## src/rtl/g_exor.sv

```systemverilog
// Bitwise XOR of two operands: combinational result plus a registered, qualified
// copy with parity, mismatch popcount and a saturating mismatch-sample counter.
module g_exor #(
    parameter int WIDTH = 1,
    parameter int CNT_W = 16,
    localparam int DW   = $clog2(WIDTH + 1)
) (
    input  logic             i_clk,
    input  logic             i_rst,
    input  logic [WIDTH-1:0] i_a,
    input  logic [WIDTH-1:0] i_b,
    input  logic             i_in_valid,
    output logic [WIDTH-1:0] o_y,
    output logic [WIDTH-1:0] o_y_q,
    output logic             o_out_valid,
    output logic             o_par_q,
    output logic [DW-1:0]    o_diff_q,
    output logic [CNT_W-1:0] o_mis_cnt
);

    logic [WIDTH-1:0] w_x;
    logic [DW-1:0]    w_pop;
    logic             w_par;
    logic             w_sat;

    logic [WIDTH-1:0] r_y_q;
    logic             r_out_valid;
    logic             r_par_q;
    logic [DW-1:0]    r_diff_q;
    logic [CNT_W-1:0] r_mis_cnt;

    // y is a pure function of the operands, never touched by clock or reset
    assign w_x   = i_a ^ i_b;
    assign o_y   = w_x;
    assign w_par = ^w_x;
    assign w_sat = &r_mis_cnt;

    always_comb begin
        w_pop = '0;
        for (int i = 0; i < WIDTH; i++)
            w_pop = w_pop + DW'(w_x[i]);
    end

    always_ff @(posedge i_clk) begin
        if (i_rst) begin
            r_y_q       <= '0;
            r_out_valid <= 1'b0;
            r_par_q     <= 1'b0;
            r_diff_q    <= '0;
            r_mis_cnt   <= '0;
        end else begin
            r_out_valid <= i_in_valid;
            // data registers hold their last sample while idle
            if (i_in_valid) begin
                r_y_q    <= w_x;
                r_par_q  <= w_par;
                r_diff_q <= w_pop;
                if ((|w_x) && !w_sat)
                    r_mis_cnt <= r_mis_cnt + CNT_W'(1);
            end
        end
    end

    assign o_y_q       = r_y_q;
    assign o_out_valid = r_out_valid;
    assign o_par_q     = r_par_q;
    assign o_diff_q    = r_diff_q;
    assign o_mis_cnt   = r_mis_cnt;

endmodule

```

## config.mk

```make
export PLATFORM = sky130hd
export DESIGN_NAME = g_exor
export DESIGN_NICKNAME = d
export VERILOG_FILES = /design/src/rtl/g_exor.sv
export SDC_FILE = /design/constraint.sdc
export NUM_CORES = 1
export LEC_CHECK = 0
export BUFFER_PORTS_ARGS = -buffer_cell sky130_fd_sc_hd__buf_2
export CORE_MARGIN = 8
export CORE_UTILIZATION = 35
export CTS_CLUSTER_SIZE = 40
export DETAILED_ROUTE_END_ITERATION = 8
export PLACE_DENSITY_LB_ADDON = 0.1
export SLEW_MARGIN = 5
export SYNTH_ARGS = -nofsm -noshare
export SYNTH_HDL_FRONTEND = slang
export SYNTH_SLANG_ARGS = --single-unit
```

## constraint.sdc

```tcl
create_clock -name i_clk -period 2.2 [get_ports i_clk]
set_input_delay 0.44 -clock i_clk [delete_from_list [all_inputs] [get_ports i_clk]]
set_output_delay 0.44 -clock i_clk [all_outputs]
set_load 0.005 [all_outputs]
```

==> results.rst <==
.. list-table::
   :header-rows: 1

   * - Metric
     - Value
   * - Type of the most critical hold path
     - primary input to register
   * - Cell Int Power
     - 0.449 mW
   * - Final std cells w/o fill
     - 162
   * - Insertion delay to the later sink of the worst-skew pair
     - 0.29 ns
   * - Violation count after the first detailed-routing iteration
     - 30
   * - Wire length of the first global-routing pass
     - 3.65 mm
   * - Syn_nets
     - 112
   * - Post-synthesis instance area
     - 931 um^2
   * - Max VDD drop
     - 0.275 mV
   * - Worst endpoint data arrival time
     - 2.11 ns
   * - Capturing element of the worst setup path
     - o_mis_cnt[14]
   * - Crit Reg-Reg Endpoint
     - o_mis_cnt[14]
   * - Global-route usage over all layers
     - 0.102
   * - Maximum frequency from static timing analysis
     - 534 MHz
   * - Die extent in y
     - 67.6 um
   * - Proportion of register bits with asynchronous set or reset after synthesis
     - 0
   * - Number of buffers added for setup after CTS
     - 0
   * - Ratio of final minimum period to clock period
     - 0.852
   * - Clock slew at the register clock pins of the worst setup and hold paths
     - 0.11 ns
   * - Most common library cell in the layout ignoring fill and taps
     - sky130_fd_sc_hd__buf_2
   * - Static Leakage
     - 0.447 nW
   * - Maximum clock skew at final layout
     - 0.0100 ns
   * - Average routed wire per standard cell
     - 14.2 um
   * - Antenna-violating nets left
     - 0
   * - Power per unit of standard cell area
     - 516 nW/um^2
   * - Count of flip-flops with a built-in enable after synthesis
     - 0
   * - Critical path origin
     - o_mis_cnt[1]
   * - Switching portion of total power
     - 0.224
   * - Via count of the first global-routing pass
     - 827
   * - Buffers from clock root to sink, at most
     - 2
   * - Data required time at the worst endpoint
     - 2.43 ns
   * - Result of the run
     - completed
   * - DP HPWL
     - 1.74 mm
   * - Layout Nets
     - 139
   * - Count of different cell masters after synthesis
     - 31
   * - Antenna diodes
     - 0
   * - Number of H-tree branching levels
     - 1
   * - X dimension of the die
     - 67.6 um
   * - Maxcap violations
     - 0
   * - Startpoint-to-endpoint class of the critical path
     - register to register
   * - Register share of total power
     - 0.577
   * - Final number of hold-violating endpoints
     - 0
   * - Number of warnings printed during yosys synthesis
     - 0
   * - Number of primary I/O pins
     - 26
   * - Shortest clock period the worst path allows after layout
     - 1.87 ns
   * - DIE AREA
     - 4570 um^2
   * - Number of CTS-inserted buffers
     - 3
   * - Seq cells post-synth
     - 18
   * - Flip-flop cell with the highest count after synthesis
     - sky130_fd_sc_hd__dfxtp_1
   * - NetSw
     - 0.129 mW
   * - Final-layout setup total negative slack
     - 0 ns
   * - Hold-fix buffers, CTS
     - 0
   * - Standard cell core area
     - 2500 um^2
   * - Post-synthesis to final-layout area growth
     - 20.4%
   * - Reg2Reg Depth
     - 5
   * - Leading cell types in the layout, fill and taps excluded
     - 25 x sky130_fd_sc_hd__buf_2, 18 x sky130_fd_sc_hd__dfxtp_1, 13 x sky130_fd_sc_hd__a21oi_1, 8 x sky130_fd_sc_hd__nor2_1, 7 x sky130_fd_sc_hd__o31ai_1
   * - Worst-margin pin slew
     - 0.470 ns
   * - Cell Count Post-Placement
     - 158
   * - Maximum number of pins on one net before global-route repair
     - 22
   * - Detailed-route vias per instance
     - 5.61
   * - Total via count in the routed design
     - 909
   * - Hold Path Cell Cnt
     - 3
   * - Layout cells sized above 1
     - 0.333
   * - Combinational share of power
     - 0.074
   * - Detailed-router iteration count before antenna repair
     - 4
   * - Gr ovfl total
     - 0
   * - Register-to-register setup slack
     - 0.33 ns
   * - Clk sinks
     - 18
   * - DRC Markers
     - 0
   * - CP max FO
     - 6
   * - Final GP Congestion
     - 0.767
   * - Syn avg cell area
     - 8.78 um^2
   * - Portion of total power attributed to the clock network
     - 0.349
   * - Number of standard cells after synthesis
     - 106
   * - Count of pins over their slew limit
     - 0
   * - Clock tree from TritonCTS
     - built
   * - Setup crit start kind
     - register
   * - Port buffer count
     - 25
   * - Unrepaired setup endpoints after global routing
     - false
   * - Beginning of the worst register-to-register path
     - o_mis_cnt[1]
   * - Overall routed net length
     - 2.30 mm
   * - Starting density of the core
     - 0.372
   * - Sequential share of the synthesized area
     - 0.387
   * - Gates resized, CTS repair
     - 0
   * - Clk root buf
     - sky130_fd_sc_hd__clkbuf_4
   * - Number of placement rows
     - 18
   * - Kind of capture point of the worst setup path
     - register
   * - Worst slew margin relative to its limit
     - 0.684
   * - Pwr Total
     - 0.579 mW
   * - Antenna violations before repair
     - 0
   * - Final setup vio count
     - 0
## flip-flops by register name, summed over array words and instances (netlist names)
signal	flops
o_out_valid	1
o_mis_cnt	16
o_par_q	1
## metal layers
layer / track usage / vias up / routed length [um]
li1: - / 453 / -
met1: 0.128 / 415 / 1070
met2: 0.151 / 37 / 966
met3: 0.0315 / 4 / 228
met4: 0.0548 / 0 / 38
met5: 0 / - / 0
## power by group through the flow
stage / registers (mW) / clock network (mW) / logic (mW)
after detailed placement: 0.342 / 0 / 0.0436
after global routing: 0.335 / 0.224 / 0.0489
after CTS: 0.334 / 0.212 / 0.0438
final: 0.334 / 0.202 / 0.0430
after floorplan: 0.342 / 0 / 0.0258
after global placement: 0.341 / 0 / 0.0431
## worst min path at each step
stage                     slack (ns)     endpoint  startpoint
after global placement          0.46      o_par_q     o_par_q
after floorplan                 0.48      o_par_q     o_par_q
final                           0.44  o_out_valid  i_in_valid
after detailed placement        0.49      o_par_q     o_par_q
after global routing            0.46  o_out_valid  i_in_valid
after CTS                       0.43  o_out_valid  i_in_valid
## final cells by class
| cell class | count | area, um^2 |
|---|---|---|
| Clock buffer | 4 | 36.3 |
| Fill cell | 271 | 1380 |
| Inverter | 3 | 11.3 |
| Multi-Input combinational cell | 79 | 528 |
| Sequential cell | 18 | 360 |
| Tap cell | 30 | 37.5 |
| Timing Repair Buffer | 28 | 148 |
## cell families after synthesis
group / after synthesis / share of synthesized area
flip-flops: 18 / 0.387
buffers and inverters: 9 / 0.0457
XOR/XNOR: 1 / 0.0175
adder cells (fa/ha/maj): 1 / 0.0134
AND/OR/NAND/NOR: 45 / 0.298
AO/OA/AOI/OAI: 29 / 0.202
multiplexers: 3 / 0.0363
## per-stage QoR
stage / hold slack, ns / setup slack, ns / utilization / instance area (um^2)
after floorplan: 0.478 / 0.420 / - / 931
after global routing: 0.458 / 0.231 / 0.448 / 1120
after detailed placement: 0.486 / 0.259 / 0.434 / 1080
after global placement: 0.462 / 0.314 / 0.434 / 1080
final: 0.444 / 0.326 / 0.448 / 1120
after CTS: 0.432 / 0.320 / 0.448 / 1120
## worst max-delay path: stages (launching register included)
cell	delay (ns)
sky130_fd_sc_hd__dfxtp_1	0.40
sky130_fd_sc_hd__ha_1	0.23
sky130_fd_sc_hd__nand4_1	0.11
sky130_fd_sc_hd__or4b_4	0.53
sky130_fd_sc_hd__or4_1	0.42
sky130_fd_sc_hd__a21oi_1	0.14
## synthesized netlist by cell type, types with 2 or more instances
cell	number	share of area
sky130_fd_sc_hd__or4_1	6	0.048
sky130_fd_sc_hd__clkbuf_1	3	0.012
sky130_fd_sc_hd__nand4_1	4	0.027
sky130_fd_sc_hd__dfxtp_1	18	0.39
sky130_fd_sc_hd__nor4_1	2	0.013
sky130_fd_sc_hd__nor2b_1	3	0.020
sky130_fd_sc_hd__o221a_2	2	0.024
sky130_fd_sc_hd__nor2_1	8	0.032
sky130_fd_sc_hd__or3_1	3	0.020
sky130_fd_sc_hd__o31ai_1	7	0.056
sky130_fd_sc_hd__nand3_1	5	0.027
sky130_fd_sc_hd__inv_1	3	0.012
sky130_fd_sc_hd__mux2_2	3	0.036
sky130_fd_sc_hd__o21ai_0	4	0.022
sky130_fd_sc_hd__buf_4	2	0.016
sky130_fd_sc_hd__a21oi_1	13	0.070
sky130_fd_sc_hd__nand2_1	6	0.024
(Power assumes the default switching activity.)
